**src/rtl/uart_sched_pkg.sv**
```systemverilog
// Shared types and default register map for the UART bus scheduler.
package uart_sched_pkg;

    typedef enum logic [2:0] {
        IDLE,
        STAT,
        DECIDE,
        TXWR,
        RXRD,
        BACKOFF
    } schedState_t;

    typedef enum logic [1:0] {
        PH_IDLE,
        PH_SETUP,
        PH_STROBE,
        PH_HOLD
    } busPhase_t;

    localparam logic [3:0]  DEF_ADDR_TXDATA      = 4'h0;
    localparam logic [3:0]  DEF_ADDR_RXDATA      = 4'h1;
    localparam logic [3:0]  DEF_ADDR_STATUS      = 4'h2;
    localparam int unsigned DEF_STAT_RXEMPTY_BIT = 0;
    localparam int unsigned DEF_STAT_TXFULL_BIT  = 1;

endpackage

```
**src/rtl/uart_bus_access.sv**
```systemverilog
// SETUP / STROBE / HOLD sequencer for one UART core register access.
module uart_bus_access
    import uart_sched_pkg::*;
#(
    parameter int unsigned STROBE_CYCLES = 2
) (
    input  logic       clk,
    input  logic       rst,
    input  logic       start,
    input  logic       rnw,
    input  logic [3:0] addr,
    input  logic [7:0] wdata,
    output logic [7:0] rdata,
    output logic       hold_pulse,
    output logic       done,
    output logic [3:0] AddrBus_o,
    output logic       n_ChipSelect_o,
    output logic       n_rd_o,
    output logic       n_we_o,
    output logic [7:0] DataBus_o,
    input  logic [7:0] DataBus_i
);

    localparam logic [3:0] STROBE_LAST = 4'(STROBE_CYCLES - 1);

    busPhase_t  phase, phaseNext;
    logic [3:0] strobeCnt;
    logic       rnwQ;

    always_comb begin
        phaseNext = phase;
        case (phase)
            PH_IDLE:   if (start) phaseNext = PH_SETUP;
            PH_SETUP:  phaseNext = PH_STROBE;
            PH_STROBE: if (strobeCnt == STROBE_LAST) phaseNext = PH_HOLD;
            PH_HOLD:   phaseNext = PH_IDLE;
            default:   phaseNext = PH_IDLE;
        endcase
    end

    always_ff @(posedge clk or posedge rst) begin
        if (rst) begin
            phase     <= PH_IDLE;
            strobeCnt <= '0;
            rnwQ      <= 1'b1;
            AddrBus_o <= '0;
            DataBus_o <= '0;
            rdata     <= '0;
        end else begin
            phase <= phaseNext;
            if (phase == PH_IDLE && start) begin
                AddrBus_o <= addr;
                DataBus_o <= wdata;
                rnwQ      <= rnw;
            end
            if (phase == PH_SETUP)
                strobeCnt <= '0;
            else if (phase == PH_STROBE)
                strobeCnt <= strobeCnt + 4'd1;
            // Read data is captured on the edge that closes the last strobe cycle.
            if (phase == PH_STROBE && strobeCnt == STROBE_LAST && rnwQ)
                rdata <= DataBus_i;
        end
    end

    // Strobes decode straight from the async-reset phase so reset releases them at once.
    assign n_ChipSelect_o = (phase == PH_IDLE);
    assign n_rd_o         = !(phase == PH_STROBE && rnwQ);
    assign n_we_o         = !(phase == PH_STROBE && !rnwQ);
    assign hold_pulse     = (phase == PH_HOLD);
    assign done           = hold_pulse;

endmodule

```
**src/rtl/uart_bus_scheduler.sv**
```systemverilog
// Round-robin TX arbiter and RX drainer driving the UART core register bus.
module uart_bus_scheduler
    import uart_sched_pkg::*;
#(
    parameter logic [3:0]  ADDR_TXDATA      = DEF_ADDR_TXDATA,
    parameter logic [3:0]  ADDR_RXDATA      = DEF_ADDR_RXDATA,
    parameter logic [3:0]  ADDR_STATUS      = DEF_ADDR_STATUS,
    parameter int unsigned STAT_RXEMPTY_BIT = DEF_STAT_RXEMPTY_BIT,
    parameter int unsigned STAT_TXFULL_BIT  = DEF_STAT_TXFULL_BIT,
    parameter int unsigned STROBE_CYCLES    = 2,
    parameter int unsigned BACKOFF_CYCLES   = 16
) (
    input  logic        clk,
    input  logic        rst,
    input  logic        a_valid_i,
    input  logic [7:0]  a_data_i,
    output logic        a_ready_o,
    input  logic        b_valid_i,
    input  logic [7:0]  b_data_i,
    output logic        b_ready_o,
    output logic [7:0]  rx_data_o,
    output logic        rx_valid_o,
    input  logic        rx_ready_i,
    output logic [3:0]  AddrBus_o,
    output logic        n_ChipSelect_o,
    output logic        n_rd_o,
    output logic        n_we_o,
    output logic [7:0]  DataBus_o,
    input  logic [7:0]  DataBus_i,
    input  logic        p_IrqSig_i,
    output logic        busy_o,
    output logic [15:0] stall_cnt_o
);

    localparam logic [7:0] BACKOFF_LAST = 8'(BACKOFF_CYCLES - 1);

    schedState_t state, stateNext;
    logic        statRxEmptyQ, statTxFullQ;
    logic        ptrB, grantB, grantBQ;
    logic [7:0]  backoffCnt;
    logic        needRx, needTx;
    logic        start, rnw;
    logic [3:0]  accAddr;
    logic [7:0]  accWdata, rdata;
    logic        holdPulse, done;

    assign needRx = p_IrqSig_i & ~rx_valid_o;
    assign needTx = a_valid_i | b_valid_i;
    // Preferred requester wins if valid, otherwise the other one.
    assign grantB = ptrB ? b_valid_i : ~a_valid_i;

    always_comb begin
        stateNext = state;
        start     = 1'b0;
        rnw       = 1'b1;
        accAddr   = ADDR_STATUS;
        accWdata  = '0;
        case (state)
            IDLE: if (needRx || needTx) begin
                start     = 1'b1;
                stateNext = STAT;
            end
            STAT: if (done) stateNext = DECIDE;
            DECIDE: begin
                if (needRx && !statRxEmptyQ) begin
                    start     = 1'b1;
                    accAddr   = ADDR_RXDATA;
                    stateNext = RXRD;
                end else if (needTx && !statTxFullQ) begin
                    start     = 1'b1;
                    rnw       = 1'b0;
                    accAddr   = ADDR_TXDATA;
                    accWdata  = grantB ? b_data_i : a_data_i;
                    stateNext = TXWR;
                end else if (needTx) begin
                    stateNext = BACKOFF;
                end else begin
                    stateNext = IDLE;
                end
            end
            TXWR, RXRD: if (done) stateNext = IDLE;
            BACKOFF: if (backoffCnt == BACKOFF_LAST) stateNext = IDLE;
            default: stateNext = IDLE;
        endcase
    end

    always_ff @(posedge clk or posedge rst) begin
        if (rst) begin
            state        <= IDLE;
            statRxEmptyQ <= 1'b0;
            statTxFullQ  <= 1'b0;
            ptrB         <= 1'b0;
            grantBQ      <= 1'b0;
            backoffCnt   <= '0;
            stall_cnt_o  <= '0;
            rx_data_o    <= '0;
            rx_valid_o   <= 1'b0;
        end else begin
            state <= stateNext;
            if (state == STAT && done) begin
                statRxEmptyQ <= rdata[STAT_RXEMPTY_BIT];
                statTxFullQ  <= rdata[STAT_TXFULL_BIT];
            end
            if (state == DECIDE) begin
                grantBQ    <= grantB;
                backoffCnt <= '0;
                if (stateNext == BACKOFF && stall_cnt_o != '1)
                    stall_cnt_o <= stall_cnt_o + 16'd1;
            end
            if (state == BACKOFF)
                backoffCnt <= backoffCnt + 8'd1;
            if (state == TXWR && done)
                ptrB <= ~grantBQ;
            if (state == RXRD && done) begin
                rx_data_o  <= rdata;
                rx_valid_o <= 1'b1;
            end else if (rx_valid_o && rx_ready_i) begin
                rx_valid_o <= 1'b0;
            end
        end
    end

    assign a_ready_o = (state == TXWR) && holdPulse && !grantBQ;
    assign b_ready_o = (state == TXWR) && holdPulse && grantBQ;
    assign busy_o    = (state != IDLE);

    uart_bus_access #(
        .STROBE_CYCLES(STROBE_CYCLES)
    ) uBusAccess (
        .clk           (clk),
        .rst           (rst),
        .start         (start),
        .rnw           (rnw),
        .addr          (accAddr),
        .wdata         (accWdata),
        .rdata         (rdata),
        .hold_pulse    (holdPulse),
        .done          (done),
        .AddrBus_o     (AddrBus_o),
        .n_ChipSelect_o(n_ChipSelect_o),
        .n_rd_o        (n_rd_o),
        .n_we_o        (n_we_o),
        .DataBus_o     (DataBus_o),
        .DataBus_i     (DataBus_i)
    );

endmodule

```
**config.mk**
```make
export PLATFORM = sky130hd
export DESIGN_NAME = uart_bus_scheduler
export DESIGN_NICKNAME = d
export VERILOG_FILES = /design/src/rtl/uart_sched_pkg.sv /design/src/rtl/uart_bus_access.sv /design/src/rtl/uart_bus_scheduler.sv
export SDC_FILE = /design/constraint.sdc
export NUM_CORES = 1
export LEC_CHECK = 0
export ABC_AREA = 1
export ABC_CLOCK_PERIOD_IN_PS = 3880
export CAP_MARGIN = 20
export CORE_MARGIN = 1.5
export CORE_UTILIZATION = 50
export DETAILED_ROUTE_END_ITERATION = 10
export PLACE_DENSITY = 0.8
export SLEW_MARGIN = 25
export SYNTH_ARGS = -nofsm -noshare
export SYNTH_HDL_FRONTEND = slang
export SYNTH_SLANG_ARGS = --single-unit
```
**constraint.sdc**
```tcl
create_clock -name clk -period 3.88 [get_ports clk]
set_input_delay 0.388 -clock clk [delete_from_list [all_inputs] [get_ports clk]]
set_output_delay 0.388 -clock clk [all_outputs]
set_load 0.05 [all_outputs]
```
==> impl_metrics.sql, run 1 <==
INSERT INTO impl_metrics (metric_group, metric, value, unit) VALUES
('timing', 'final_max_slew_viol_count', '0', ''),
('route', 'detail_route.wirelength', '7683', 'um'),
('critical_path', 'type_of_the_worst_setup_path', 'reg2out', ''),
('clocking', 'gates_resized_cts_repair', '0', ''),
('place', 'final_hpwl_dp', '5578', 'um'),
('yosys', 'synth_warnings', '0', ''),
('place', 'port_buffers', '70', ''),
('yosys', 'synth_simple_gate_area_share', '31.93', '%'),
('run_status', 'outcome', 'completed', ''),
('floorplanning', 'floorplan.die.width', '86.33', 'um'),
('floorplanning', 'start_util', '51.39', '%'),
('critical_path', 'rr_startpoint', 'stall_cnt_o[0]', ''),
('yosys', 'synth_cell_types', '36', ''),
('floorplanning', 'fp.dieH', '86.33', 'um'),
('clocking', 'htreeDepth', '3', ''),
('yosys', 'syn_inst', '437', ''),
('cells_and_area', 'synthToLayoutAreaGrowth', '26.70', '%'),
('route', 'via_per_inst', '5.101', ''),
('route', 'drt_first_pass_iters', '4', ''),
('clocking', 'tritoncts', 'done', ''),
('yosys', 'synth_compound_area_share', '8.793', '%'),
('critical_path', 'r2r.worst_path.cells', '8', ''),
('hold_path', 'worst_hold_path.num_cells', '2', ''),
('cells_and_area', 'commonest_cells_after_routing_fill_and_taps_aside', 'sky130_fd_sc_hd__nand2_1 (131), sky130_fd_sc_hd__clkdlybuf4s50_1 (70), sky130_fd_sc_hd__dfrtp_1 (64), sky130_fd_sc_hd__inv_1 (43), sky130_fd_sc_hd__nor2_1 (31)', ''),
('floorplanning', 'design.die.area', '7453', 'um2'),
('pwr', 'power_leakage', '2.091', 'nW'),
('cells_and_area', 'fin_area', '4399', 'um2'),
('clocking', 'cts_buffer_depth', '2', ''),
('clocking', 'cts.reportedPaths.clkPinSlew', '0.07', 'ns'),
('clocking', 'cts_made_buffers', '9', ''),
('pwr', 'worst_ir_drop_on_vdd', '381.4', 'uV'),
('yosys', 'yosys_register_bits', '65', ''),
('global_routing', 'grt_pass1_wl', '12740', 'um'),
('cells_and_area', 'numnets_final', '549', ''),
('global_routing', 'vias_in_the_first_global_route', '2854', ''),
('pwr', 'p_per_area', '624.7', 'nW/um2'),
('cells_and_area', 'n_antenna_cell', '0', ''),
('route', 'drc', '0', ''),
('place', 'placed_cell_area', '4219', 'um2'),
('hold_path', 'timing.hold.worst.class', 'reg2reg', ''),
('critical_path', 'critPathCaptureType', 'primary output', ''),
('yosys', 'synth_sequential_area_ratio', '46.88', '%'),
('critical_path', 'rrSetupSlack', '1.89', 'ns'),
('job', 'max_cap_viols', '0', ''),
('floorplanning', 'row_count', '30', ''),
('timing', 'worstMarginPinSlew', '0.8405', 'ns'),
('yosys', 'syn_area_per_cell', '7.945', 'um2'),
('timing', 'fin_crit', '2.675', 'ns'),
('timing', 'hold_violations', '0', ''),
('global_routing', 'overflow', '0', ''),
('timing', 'setup_viol', '0', ''),
('critical_path', 'crit_path_start', 'uBusAccess.phase[1]', ''),
('timing', 'final.period_utilization', '68.93', '%'),
('yosys', 'synth.top_cells.by_area', 'sky130_fd_sc_hd__dfrtp_1 (46%), sky130_fd_sc_hd__nand2_1 (14%), sky130_fd_sc_hd__inv_1 (4.8%)', ''),
('cells_and_area', 'post_route_cells_drive_above_1_share', '12.02', '%'),
('global_routing', 'pin_count_of_the_biggest_net_entering_global_routing', '42', ''),
('floorplanning', 'coreArea', '6756', 'um2'),
('clocking', 'cts_setup_buffers', '0', ''),
('yosys', 'synthesis.area', '3472', 'um2'),
('critical_path', 'worst-path-max-fanout', '4', ''),
('cells_and_area', 'post_layout_nonfiller_instances', '596', ''),
('critical_path', 'crit_chain', 'ha_1 -> inv_1 -> nor3_1 -> nand2_1 -> nor2_1 -> clkdlybuf4s50_1', ''),
('timing', 'tns', '0', 'ns'),
('clocking', 'cts_root_buf', 'sky130_fd_sc_hd__clkbuf_8', ''),
('place', 'gpl.final_weighted_congestion', '0.8530', ''),
('yosys', 'largest_family_of_logic_cells_by_synthesized_area', 'simple AND/OR/NAND/NOR gates', ''),
('floorplanning', 'boundaryPins', '73', ''),
('route', 'drc_violation_total_after_the_first_tritonroute_iteration', '126', ''),
('yosys', 'synth-xor-area-share', '2.018', '%'),
('route', 'route.detailed.wl_per_inst', '12.89', 'um'),
('critical_path', 'arrival', '2.29', 'ns');
## logic make-up after synthesis
| kind of cell | Yosys count |
|---|---|
| flip-flops | 65 |
| AND/OR/NAND/NOR | 240 |
| AO/OA/AOI/OAI | 56 |
| other | 1 |
| XOR/XNOR | 8 |
| buffers and inverters | 59 |
| adder cells (fa/ha/maj) | 8 |
## critical path, delay by kind of cell (launching register included)
kind / cells / cell delay, ns
flops: 1 / 0.41
buf+inv: 2 / 0.88
simple gates: 3 / 0.47
fa+ha+maj: 1 / 0.19
## through the flow
step | util [%] | worst slack [ns] | hold WS, ns | power (mW)
floorplan | - | 1.867 | 0.4530 | 1.895
detailed placement | 62.44 | 1.564 | 0.4643 | 2.243
global route | 65.11 | 1.024 | 0.5085 | 2.936
finish | 65.11 | 1.206 | 0.4843 | 2.748
global placement | 62.44 | 1.625 | 0.4626 | 2.202
CTS | 65.11 | 1.185 | 0.4824 | 2.765
## cells in the mapped netlist, drive strengths merged
cell type / n
a21boi: 1
a21oi: 21
a31oi: 2
buf: 8
clkbuf: 2
conb: 1
dfrtp: 64
dfstp: 1
ha: 8
inv: 49
nand2: 154
nand3: 33
nand3b: 2
nand4: 7
nor2: 37
nor3: 3
nor3b: 1
nor4: 1
o211ai: 1
o21ai: 28
o22ai: 2
o311ai: 1
or2: 2
xnor2: 5
xor2: 3
## report_power, final
group          switching, mW  internal [mW]  total (mW)  leakage, nW
Combinational          0.818          0.398        1.22         1.15
Clock                  0.270          0.250       0.520       0.0887
Sequential             0.139          0.873        1.01        0.851
## state kept, by name (all words and copies together), names as in the netlist, 2 cells and up
signal                flops
state                     3
uBusAccess.rdata          8
uBusAccess.phase          2
rx_data_o                 8
uBusAccess.strobeCnt      4
stall_cnt_o              16
uBusAccess.DataBus_o      8
uBusAccess.AddrBus_o      2
backoffCnt                8
## area by class of cell
class	instances	area, um2
inverter	49	183.9
fill	575	2357
tap	80	100.1
sequential	65	1628
multi-input combinational	314	1592
clock buffer	10	137.6
clock inverter	6	42.54
timing repair buffer	72	715.7
## routing by layer
layer  wire, um  vias up  track usage (%)  share of wire [%]
met4         88        0            6.012                1.1
met1       3513     1421            28.42                 46
met3        409        7            4.857                5.3
met5          0        -                0                  0
li1           -     1541                -                  -
met2       3671       71            36.08                 48
## how the worst max path moves through the flow
stage	slack [ns]	to	depth (start not counted)
global placement	1.63	b_ready_o	6
CTS	1.19	b_ready_o	6
detailed placement	1.56	b_ready_o	6
global route	1.02	b_ready_o	6
finish	1.21	b_ready_o	6
floorplan	1.87	backoffCnt[0]	1
Power figures use the tool's default switching activity.
==> run 2, diff against run 1 <==
--- a/config.mk
+++ b/config.mk
@@ -6,12 +6,12 @@
 export NUM_CORES = 1
 export LEC_CHECK = 0
 export ABC_AREA = 1
-export ABC_CLOCK_PERIOD_IN_PS = 3880
+export ABC_CLOCK_PERIOD_IN_PS = 2400
 export CAP_MARGIN = 20
 export CORE_MARGIN = 1.5
-export CORE_UTILIZATION = 50
+export CORE_UTILIZATION = 46
 export DETAILED_ROUTE_END_ITERATION = 10
-export PLACE_DENSITY = 0.8
+export PLACE_DENSITY = 0.78
 export SLEW_MARGIN = 25
 export SYNTH_ARGS = -nofsm -noshare
 export SYNTH_HDL_FRONTEND = slang
==> constraint.sdc (replaced) <==
create_clock -name clk -period 2.4 [get_ports clk]
set_input_delay 0.24 -clock clk [delete_from_list [all_inputs] [get_ports clk]]
set_output_delay 0.24 -clock clk [all_outputs]
set_load 0.05 [all_outputs]
==> impl_metrics.sql, run 2 (synthesized netlist as in run 1, its figures left out) <==
INSERT INTO impl_metrics (metric_group, metric, value, unit) VALUES
('run_status', 'outcome', 'completed', ''),
('global_routing', 'pin_count_of_the_biggest_net_entering_global_routing', '35', ''),
('route', 'via_per_inst', '4.891', ''),
('timing', 'finalWorstSetupSlack', '0.1861', 'ns'),
('timing', 'final.setup_skew', '0.006920', 'ns'),
('critical_path', 'worst-path-max-fanout', '4', ''),
('cells_and_area', 'largest-register', 'stall_cnt_o', ''),
('cells_and_area', 'commonest_cells_after_routing_fill_and_taps_aside', 'sky130_fd_sc_hd__nand2_1 (131), sky130_fd_sc_hd__clkdlybuf4s50_1 (68), sky130_fd_sc_hd__dfrtp_1 (64), sky130_fd_sc_hd__inv_1 (43), sky130_fd_sc_hd__nor2_1 (31)', ''),
('critical_path', 'startpoint_type', 'register', ''),
('floorplanning', 'start_util', '47.61', '%'),
('pwr', 'power_leakage', '2.111', 'nW'),
('route', 'route.detailed.wl_per_inst', '12.21', 'um'),
('timing', 'slew_headroom', '56.73', '%'),
('global_routing', 'grt_pass1_wl', '13300', 'um'),
('clocking', 'cts_root_buf', 'sky130_fd_sc_hd__clkbuf_8', ''),
('route', 'detail_route.wirelength', '7534', 'um'),
('floorplanning', 'floorplan.die.width', '89.88', 'um'),
('place', 'dp_slack', '0.4092', 'ns'),
('floorplanning', 'coreArea', '7292', 'um2'),
('timing', 'worst_hold_slack', '0.3010', 'ns'),
('timing', 'final.period_utilization', '92.25', '%'),
('floorplanning', 'fp.dieH', '89.88', 'um'),
('clocking', 'htreeDepth', '3', ''),
('critical_path', 'timing.rr.end', 'stall_cnt_o[6]', ''),
('critical_path', 'crit_required', '2.16', 'ns'),
('critical_path', 'arrival', '1.97', 'ns'),
('critical_path', 'rrSetupSlack', '0.59', 'ns'),
('job', 'max_cap_viols', '0', ''),
('global_routing', 'vias_in_the_first_global_route', '3015', ''),
('cells_and_area', 'leading_cell_type_in_the_layout_fill_and_taps_excluded', 'sky130_fd_sc_hd__nand2_1', ''),
('clocking', 'cts_buffer_depth', '2', ''),
('cells_and_area', 'n_antenna_cell', '0', ''),
('clocking', 'clkLatencyLatePin', '0.34', 'ns'),
('place', 'gpl.final_weighted_congestion', '0.8668', ''),
('cells_and_area', 'synthToLayoutAreaGrowth', '28.14', '%'),
('cells_and_area', 'post_layout_nonfiller_instances', '617', ''),
('floorplanning', 'row_count', '31', ''),
('place', 'final_hpwl_dp', '5466', 'um'),
('global_routing', 'global_route.usage.total', '20.31', '%'),
('clocking', 'cts_num_sinks', '65', ''),
('clocking', 'cts_setup_buffers', '0', ''),
('place', 'count_of_placed_standard_cells_including_taps', '601', ''),
('clocking', 'cts.reportedPaths.clkPinSlew', '0.07', 'ns'),
('critical_path', 'rr_startpoint', 'backoffCnt[0]', ''),
('timing', 'fin_crit', '2.214', 'ns'),
('clocking', 'cts-hold-fix-buffers', '0', ''),
('route', 'drt_first_pass_iters', '4', ''),
('timing', 'unrepaired_setup_endpoints_after_global_routing', 'false', ''),
('cells_and_area', 'post_route_cells_drive_above_1_share', '12.55', '%'),
('global_routing', 'antenna_found_initial', '0', ''),
('floorplanning', 'boundaryPins', '73', ''),
('timing', 'worstMarginPinSlew', '0.6447', 'ns'),
('timing', 'hold_violations', '0', ''),
('cells_and_area', 'numnets_final', '551', ''),
('critical_path', 'critPathCaptureType', 'primary output', ''),
('clocking', 'gates_resized_cts_repair', '0', ''),
('pwr', 'worst_ir_drop_on_vdd', '554.6', 'uV'),
('clocking', 'tritoncts', 'done', ''),
('timing', 'final_max_slew_viol_count', '0', ''),
('route', 'routed-via-count', '3018', ''),
('critical_path', 'r2r.worst_path.cells', '9', ''),
('timing', 'tns', '0', 'ns'),
('place', 'port_buffers', '70', ''),
('route', 'drc', '0', ''),
('critical_path', 'type_of_the_worst_setup_path', 'reg2out', ''),
('pwr', 'p_per_area', '1012', 'nW/um2'),
('floorplanning', 'design.die.area', '8078', 'um2'),
('route', 'drtAntennaViolNets', '0', ''),
('timing', 'fmax', '0.4517', 'GHz'),
('route', 'drc_violation_total_after_the_first_tritonroute_iteration', '142', ''),
('timing', 'setup_viol', '0', ''),
('global_routing', 'overflow', '0', ''),
('clocking', 'cts_made_buffers', '9', ''),
('pwr', 'design_power_total', '4.501', 'mW'),
('hold_path', 'timing.hold.worst.class', 'in2async', ''),
('cells_and_area', 'largest_register_ff_count', '16', '');
-- run 2: layer usage --
metal	global-route usage, %	wire length, um
met1	25.78	3509
met2	32.70	3543
met3	4.569	319
met4	10.19	161
met5	0	0
-- run 2: worst max-delay path, stage by stage, from the launching register on --
cell and delay [ns]:
sky130_fd_sc_hd__dfrtp_1 0.38, sky130_fd_sc_hd__inv_1 0.09, sky130_fd_sc_hd__ha_1 0.24, sky130_fd_sc_hd__nand2_1 0.12
sky130_fd_sc_hd__clkdlybuf4s50_1 0.81
-- run 2: worst max-delay path by stage --
stage	start	to	slack, ns	cells after the start
final	uBusAccess.phase[0]	n_rd_o	0.19	4
after global routing	uBusAccess.phase[0]	n_rd_o	0.12	4
after CTS	uBusAccess.phase[0]	n_rd_o	0.18	4
after detailed placement	a_valid_i	stall_cnt_o[6]	0.41	8
after global placement	a_valid_i	stall_cnt_o[5]	0.47	8
after floorplan	stall_cnt_o[0]	stall_cnt_o[2]	0.46	8
-- run 2: through the flow --
step / cell area (um2) / util [%]
after global placement: 4253 / 58.32
final: 4449 / 61.02
after detailed placement: 4253 / 58.32
after CTS: 4449 / 61.02
after floorplan: 3476 / -
after global routing: 4449 / 61.02
-- run 2: power breakdown --
part	leakage (nW)	switching (mW)	internal (mW)
clock network	0.0953	0.415	0.504
logic	1.17	1.30	0.651
registers	0.851	0.219	1.41
total	2.11	1.93	2.57
-- run 2: cell type report --
type	instances	area, um2
multi-input cells	314	1592
fillers	661	2843
clock inverters	5	55.05
well taps	99	123.9
clock buffers	11	141.4
flip-flops and latches	65	1628
inverters	49	183.9
repair buffers	74	725.7
==> run 3, diff against run 2 <==
--- a/config.mk
+++ b/config.mk
@@ -16,3 +16,4 @@
 export SYNTH_ARGS = -nofsm -noshare
 export SYNTH_HDL_FRONTEND = slang
 export SYNTH_SLANG_ARGS = --single-unit
+export TNS_END_PERCENT = 10
==> results of run 3 <==
Final layout, timing and power as in run 2 (identical DEF).
